--- src/rtl/vdp_gamepad_ctrl.sv ---
`default_nettype none
// ============================================================================
// Module      : vdp_gamepad_ctrl
// Description : Serial gamepad controller. Latches and clocks two PAD_BITS-wide
//               shift-register pads in parallel, captures their button states
//               and exposes them, together with a 4-bit LED register, over a
//               simple single-cycle register bus.
// Revision    : 1.0 - initial release
// ----------------------------------------------------------------------------
// Ports
//   clock      in   1   system clock, rising edge
//   resetb     in   1   asynchronous active-low reset
//   bus_addr   in   2   word address: 0 CTRL/STATUS, 1 P1, 2 P2, 3 LED
//   bus_wdata  in   32  write data
//   bus_we     in   1   write strobe, qualified by bus_sel
//   bus_sel    in   1   bus cycle request
//   bus_rdata  out  32  read data, valid with bus_ack
//   bus_ack    out  1   acknowledge, one clock after bus_sel
//   pad_latch  out  1   pad load pulse (both pads)
//   pad_clk    out  1   pad shift clock (both pads), idles low
//   pad_p1_in  in   1   P1 serial data
//   pad_p2_in  in   1   P2 serial data
//   led        out  4   LED register
// ============================================================================
module vdp_gamepad_ctrl #(
  parameter int HALF_PERIOD = 8,
  parameter int PAD_BITS    = 12
) (
  input  logic        clock,
  input  logic        resetb,
  input  logic [1:0]  bus_addr,
  input  logic [31:0] bus_wdata,
  input  logic        bus_we,
  input  logic        bus_sel,
  output logic [31:0] bus_rdata,
  output logic        bus_ack,
  output logic        pad_latch,
  output logic        pad_clk,
  input  logic        pad_p1_in,
  input  logic        pad_p2_in,
  output logic [3:0]  led
);

  localparam int CNT_W = (HALF_PERIOD > 1) ? $clog2(HALF_PERIOD) : 1;
  localparam int BIT_W = $clog2(PAD_BITS + 1);

  localparam logic [CNT_W-1:0] c_phase_last = CNT_W'(HALF_PERIOD - 1);
  localparam logic [BIT_W-1:0] c_bit_last   = BIT_W'(PAD_BITS - 1);

  localparam logic [1:0] c_addr_ctrl = 2'd0;
  localparam logic [1:0] c_addr_p1   = 2'd1;
  localparam logic [1:0] c_addr_p2   = 2'd2;
  localparam logic [1:0] c_addr_led  = 2'd3;

  typedef enum logic [2:0] {
    ST_IDLE   = 3'd0,
    ST_LATCH  = 3'd1,
    ST_SETTLE = 3'd2,
    ST_LOW    = 3'd3,
    ST_HIGH   = 3'd4,
    ST_DONE   = 3'd5
  } state_t;

  // --------------------------------------------------------------------------
  // State
  // --------------------------------------------------------------------------
  state_t                state_q,     state_d;
  logic [CNT_W-1:0]      phase_q,     phase_d;
  logic [BIT_W-1:0]      bit_q,       bit_d;
  logic [PAD_BITS-1:0]   sr1_q,       sr1_d;
  logic [PAD_BITS-1:0]   sr2_q,       sr2_d;
  logic [PAD_BITS-1:0]   p1_q,        p1_d;
  logic [PAD_BITS-1:0]   p2_q,        p2_d;
  logic                  valid_q,     valid_d;
  logic                  autopoll_q,  autopoll_d;
  logic [3:0]            led_q,       led_d;
  logic                  ack_q,       ack_d;
  logic [31:0]           rdata_q,     rdata_d;
  logic                  pad_latch_q, pad_latch_d;
  logic                  pad_clk_q,   pad_clk_d;
  logic                  p1_meta_q,   p1_meta_d;
  logic                  p1_sync_q,   p1_sync_d;
  logic                  p2_meta_q,   p2_meta_d;
  logic                  p2_sync_q,   p2_sync_d;

  logic                  w_wr;
  logic                  w_ctrl_wr;
  logic                  w_start;
  logic                  w_phase_last;
  logic                  w_busy;
  logic                  w_unused_wdata;

  // Only the low nibble of write data is architecturally meaningful.
  assign w_unused_wdata = ^bus_wdata[31:4];

  assign w_wr         = bus_sel & bus_we;
  assign w_ctrl_wr    = w_wr & (bus_addr == c_addr_ctrl);
  assign w_start      = (w_ctrl_wr & bus_wdata[0]) | autopoll_q;
  assign w_phase_last = (phase_q == c_phase_last);
  // DONE is the single hand-off cycle; the read is already complete there.
  assign w_busy       = (state_q != ST_IDLE) && (state_q != ST_DONE);

  // --------------------------------------------------------------------------
  // Input synchronisers
  // --------------------------------------------------------------------------
  always_comb begin
    p1_meta_d = pad_p1_in;
    p1_sync_d = p1_meta_q;
    p2_meta_d = pad_p2_in;
    p2_sync_d = p2_meta_q;
  end

  // --------------------------------------------------------------------------
  // Pad sequencing FSM: next state and datapath
  // --------------------------------------------------------------------------
  always_comb begin
    state_d  = state_q;
    phase_d  = phase_q + 1'b1;
    bit_d    = bit_q;
    sr1_d    = sr1_q;
    sr2_d    = sr2_q;
    p1_d     = p1_q;
    p2_d     = p2_q;
    valid_d  = valid_q;

    case (state_q)
      ST_IDLE: begin
        phase_d = '0;
        bit_d   = '0;
        if (w_start) begin
          state_d = ST_LATCH;
        end
      end

      ST_LATCH: begin
        if (w_phase_last) begin
          state_d = ST_SETTLE;
          phase_d = '0;
        end
      end

      ST_SETTLE: begin
        if (w_phase_last) begin
          state_d = ST_LOW;
          phase_d = '0;
        end
      end

      ST_LOW: begin
        // Sample at the very end of the low phase so the pad output has had
        // the whole phase (minus synchroniser delay) to settle.
        if (w_phase_last) begin
          sr1_d   = {p1_sync_q, sr1_q[PAD_BITS-1:1]};
          sr2_d   = {p2_sync_q, sr2_q[PAD_BITS-1:1]};
          state_d = ST_HIGH;
          phase_d = '0;
        end
      end

      ST_HIGH: begin
        // The rising edge after the final sample is still issued, so the pad
        // sees exactly PAD_BITS clocks per read.
        if (w_phase_last) begin
          bit_d   = bit_q + 1'b1;
          phase_d = '0;
          if (bit_q == c_bit_last) begin
            state_d = ST_DONE;
          end else begin
            state_d = ST_LOW;
          end
        end
      end

      ST_DONE: begin
        p1_d    = sr1_q;
        p2_d    = sr2_q;
        valid_d = 1'b1;
        phase_d = '0;
        bit_d   = '0;
        // Not busy here, so a start arriving now is honoured directly.
        state_d = w_start ? ST_LATCH : ST_IDLE;
      end

      default: begin
        state_d = ST_IDLE;
        phase_d = '0;
        bit_d   = '0;
      end
    endcase
  end

  // Pad outputs are registered from the next state so they switch in the
  // same clock as the FSM and are glitch-free at the pad ring.
  always_comb begin
    pad_latch_d = (state_d == ST_LATCH);
    pad_clk_d   = (state_d == ST_HIGH);
  end

  // --------------------------------------------------------------------------
  // Register bus
  // --------------------------------------------------------------------------
  always_comb begin
    autopoll_d = autopoll_q;
    led_d      = led_q;
    ack_d      = bus_sel;
    rdata_d    = '0;

    if (w_ctrl_wr) begin
      autopoll_d = bus_wdata[1];
    end
    if (w_wr && (bus_addr == c_addr_led)) begin
      led_d = bus_wdata[3:0];
    end

    if (bus_sel && !bus_we) begin
      case (bus_addr)
        c_addr_ctrl: rdata_d = {29'd0, autopoll_q, valid_q, w_busy};
        c_addr_p1:   rdata_d = 32'(p1_q);
        c_addr_p2:   rdata_d = 32'(p2_q);
        c_addr_led:  rdata_d = {28'd0, led_q};
        default:     rdata_d = '0;
      endcase
    end
  end

  // --------------------------------------------------------------------------
  // Registers
  // --------------------------------------------------------------------------
  always_ff @(posedge clock or negedge resetb) begin
    if (!resetb) begin
      state_q     <= ST_IDLE;
      phase_q     <= '0;
      bit_q       <= '0;
      sr1_q       <= '0;
      sr2_q       <= '0;
      p1_q        <= '0;
      p2_q        <= '0;
      valid_q     <= 1'b0;
      autopoll_q  <= 1'b0;
      led_q       <= 4'd0;
      ack_q       <= 1'b0;
      rdata_q     <= '0;
      pad_latch_q <= 1'b0;
      pad_clk_q   <= 1'b0;
      p1_meta_q   <= 1'b0;
      p1_sync_q   <= 1'b0;
      p2_meta_q   <= 1'b0;
      p2_sync_q   <= 1'b0;
    end else begin
      state_q     <= state_d;
      phase_q     <= phase_d;
      bit_q       <= bit_d;
      sr1_q       <= sr1_d;
      sr2_q       <= sr2_d;
      p1_q        <= p1_d;
      p2_q        <= p2_d;
      valid_q     <= valid_d;
      autopoll_q  <= autopoll_d;
      led_q       <= led_d;
      ack_q       <= ack_d;
      rdata_q     <= rdata_d;
      pad_latch_q <= pad_latch_d;
      pad_clk_q   <= pad_clk_d;
      p1_meta_q   <= p1_meta_d;
      p1_sync_q   <= p1_sync_d;
      p2_meta_q   <= p2_meta_d;
      p2_sync_q   <= p2_sync_d;
    end
  end

  assign bus_rdata = rdata_q;
  assign bus_ack   = ack_q;
  assign pad_latch = pad_latch_q;
  assign pad_clk   = pad_clk_q;
  assign led       = led_q;

endmodule
`default_nettype wire

--- config.mk ---
export PLATFORM = sky130hd
export DESIGN_NAME = vdp_gamepad_ctrl
export DESIGN_NICKNAME = d
export VERILOG_FILES = /design/src/rtl/vdp_gamepad_ctrl.sv
export SDC_FILE = /design/constraint.sdc
export NUM_CORES = 1
export LEC_CHECK = 0
export ABC_AREA = 1
export BUFFER_PORTS_ARGS = -buffer_cell sky130_fd_sc_hd__buf_2
export CAP_MARGIN = 5
export CORE_UTILIZATION = 23
export DETAILED_ROUTE_END_ITERATION = 7
export GPL_TIMING_DRIVEN = 1
export PLACE_DENSITY = 0.44
export SKIP_CTS_REPAIR_TIMING = 1
export SLEW_MARGIN = 25
export SYNTH_ARGS = -nofsm -noshare
export SYNTH_HDL_FRONTEND = slang
export SYNTH_SLANG_ARGS = --single-unit
--- constraint.sdc ---
create_clock -name clock -period 1.8 [get_ports clock]
set_clock_uncertainty 0.1 [all_clocks]
set_input_delay 0 -clock clock [delete_from_list [all_inputs] [get_ports clock]]
set_output_delay 0 -clock clock [all_outputs]
set_load 0.01 [all_outputs]
==> metrics.txt <==
status finished, final reports clean; WL per Instance ~11 microns; Peak VDD IR between 0.0003 and 0.0004 V; critical path's largest stage delay about 0.38 ns; port buffer count 30; gpl congestion about 0.75; Final ANT Viol Nets 0; clk buf depth 2; HP Class in2reg; htree depth 3; Post-Syn Area about 0.0035 sq mm; met2 WL 3.120 mm; synth warn 0; placed cell area 0.003875 sq mm; hold_sp bus_addr[1]; f_max just over 600 MHz; Arrival @ worst endpoint 1.82 ns; Worst Path Required between 1.5 and 2 ns; fin crit period ~1.7 ns; initial antenna violation count 0; Critical R2R Launch phase_q[0]$_DFF_PN0_; hold endpoint state_q[0]$_DFF_PN0_; DR vias/cell 3.961; sequential area share after synthesis between 50% and 60%; DRC Markers 0; Num CTS Buffers 9; P_leak about 2 nW; R2R Path End pad_latch$_DFF_PN0_; Final HPWL DP about 4.3 mm; GRT Overall Usage just under 9%; Site Rows 45; WL met3 ~170 microns; number of global-route vias before repair 2368; power per cell area 926.4 mW/mm^2; DIE AREA approximately 0.016 sq mm; Max Cap Viol 0; Die H ~130 microns; worst-path fanout max 6; Slew HR approximately three fifths; RSZ-0062 raised after global routing no; # IOs 79; # clock sinks 83; Max Used Layer met4; clock-pin slew on the worst setup and hold paths 0.06 ns; CTS root buf clkbuf_16; grt ovf 0; Final nets between 400 and 500; worst setup margin between 0.1 and 0.15 ns; pin slew with the least headroom to its limit ~0.59 ns; layout cells sized above 1 between 10% and 20%; Mapped Avg Cell Area 9.359 sq um; first-pass GRT wire length 11.21 mm; setup tns final 0 ns; CP endpoint kind register; gate count after technology mapping roughly 380; pin count of the biggest net entering global routing 50; CP bufs+invs 1; Worst R2R Setup Slack ~0.15 ns; Cell Chain, Critical Path ha_1 -> ha_4 -> nand2_2 -> nor3_4 -> buf_12 -> nor2_1 -> nand3_1 -> nor2_1; Post-synth top cells nand2_1, dfrtp_1, inv_1; core area around 0.015 sq mm; ANT cells 0; clock latency on the worst-skew pair 0.33 ns; Hold WS 0.05346 ns; pre-CTS WS ~0.12 ns; Initial DRC Count approximately 150; count leader, synth nand2_1; CP dominant cell by count nor2_1; Final Slew Violations 0; drt total wl ~6.6 mm; Initial Utilization between 20% and 30%; number of synthesized register bits 83; Die Span X about 130 microns; CP Launch Type register; slowest stage cell, crit path dfrtp_1; critical path class reg2reg; Final Hold Violating Endpoints 0; via count ~2500; Layout area overhead 22.54%; top cell type's share of synthesized area 58.55%; CP Depth 8; final worst path period share between 90% and 100%; Synth area leaders dfrtp_1, nand2_1, o21ai_0, inv_1, buf_4; DRT Pass-1 Iters 4; Post-synth ARST share 100.0%; worst-case reg-to-reg path depth 8; final setup vio count 0; WHS Path Cells 6; EDFF count, synth 0; Synth area leader dfrtp_1; Non-Filler Cell Area, Final between 0.004 and 0.005 sq mm; delay-heaviest family, CP simple AND/OR/NAND/NOR gates; ys flop type dfrtp_1; CTS tree done; Netlist cell types 29; DRT met1 WL roughly 3.2 mm
==> cell usage in the layout (no fill, tap or decap), types with 12 or more instances in the layout <==
| cell | synthesis | routed |
|---|---|---|
| nor2_1 | 14 | 14 |
| o21ai_2 | 12 | 12 |
| inv_1 | 46 | 46 |
| dfrtp_1 | 83 | 83 |
| o21ai_0 | 44 | 44 |
| nand2_1 | 99 | 99 |
| buf_2 | 4 | 29 |
| conb_1 | 1 | 20 |
==> tightest hold or removal path, stage by stage <==
cell and delay (ns):
buf_2 0.12, nor2_1 0.08, nand4_1 0.07, nand2_1 0.05, nand2_1 0.07, nand2_2 0.06
==> flip-flops by register name (all words and copies together) (netlist names), 3 cells and up <==
register,count
bit_q,4
p2_q,12
sr1_q,12
p1_q,12
led,4
sr2_q,12
phase_q,3
state_q,3
bus_rdata,12
==> cells by family (layout without fill, tap and decap cells) <==
family | Yosys count | count (layout) | share of synthesized area, %
AND/OR/NAND/NOR | 134 | 134 | 15.80
flip-flops | 83 | 83 | 58.55
buffers and inverters | 81 | 114 | 11.68
AO/OA/AOI/OAI | 74 | 74 | 11.92
adder cells (fa/ha/maj) | 3 | 3 | 1.058
multiplexers | 2 | 2 | 0.6349
other | 1 | 20 | 0.1057
XOR/XNOR | 1 | 1 | 0.2470
==> per-layer routing <==
| metal | vias to the layer above | global-route usage, % |
|---|---|---|
| met4 | 0 | 5.103 |
| li1 | 1246 | - |
| met3 | 9 | 2.039 |
| met1 | 1161 | 11.23 |
| met5 | - | 0 |
| met2 | 36 | 13.91 |
==> how the worst max path moves through the flow <==
stage	startpoint	endpoint	slack (ns)
2_1_floorplan	phase_q[0]$_DFF_PN0_	pad_latch$_DFF_PN0_	0.24
3_3_place_gp	phase_q[0]$_DFF_PN0_	sr2_q[5]$_DFFE_PN0P_	0.14
3_5_place_dp	phase_q[0]$_DFF_PN0_	sr2_q[5]$_DFFE_PN0P_	0.12
4_1_cts	phase_q[0]$_DFF_PN0_	sr2_q[4]$_DFFE_PN0P_	0.1
5_1_grt	phase_q[0]$_DFF_PN0_	sr2_q[0]$_DFFE_PN0P_	0.04
6_report	phase_q[0]$_DFF_PN0_	pad_latch$_DFF_PN0_	0.15
==> final cells by class <==
cell class	instances	area, sq um
Fill cell	1601	10800
Sequential cell	83	2077
Multi-Input combinational cell	234	1140
Timing Repair Buffer	48	392.9
Clock buffer	11	252.7
Tap cell	188	235.2
Inverter	50	187.7
Clock inverter	5	61.31
==> where the power goes <==
group | switching, W | internal [W]
Sequential | 0.0000187 | 0.00190
Clock | 0.000745 | 0.00116
Combinational | 0.000132 | 0.0000737
Total | 0.000896 | 0.00313
==> stage by stage <==
step | std cells | utilization (%) | total power (W)
2_1_floorplan | 398 | - | 0.002070
3_3_place_gp | 591 | 25.58 | 0.002148
3_5_place_dp | 591 | 25.58 | 0.002152
4_1_cts | 607 | 27.66 | 0.004071
5_1_grt | 619 | 28.70 | 0.004187
6_report | 619 | 28.70 | 0.004027
Power figures use the tool's default switching activity.
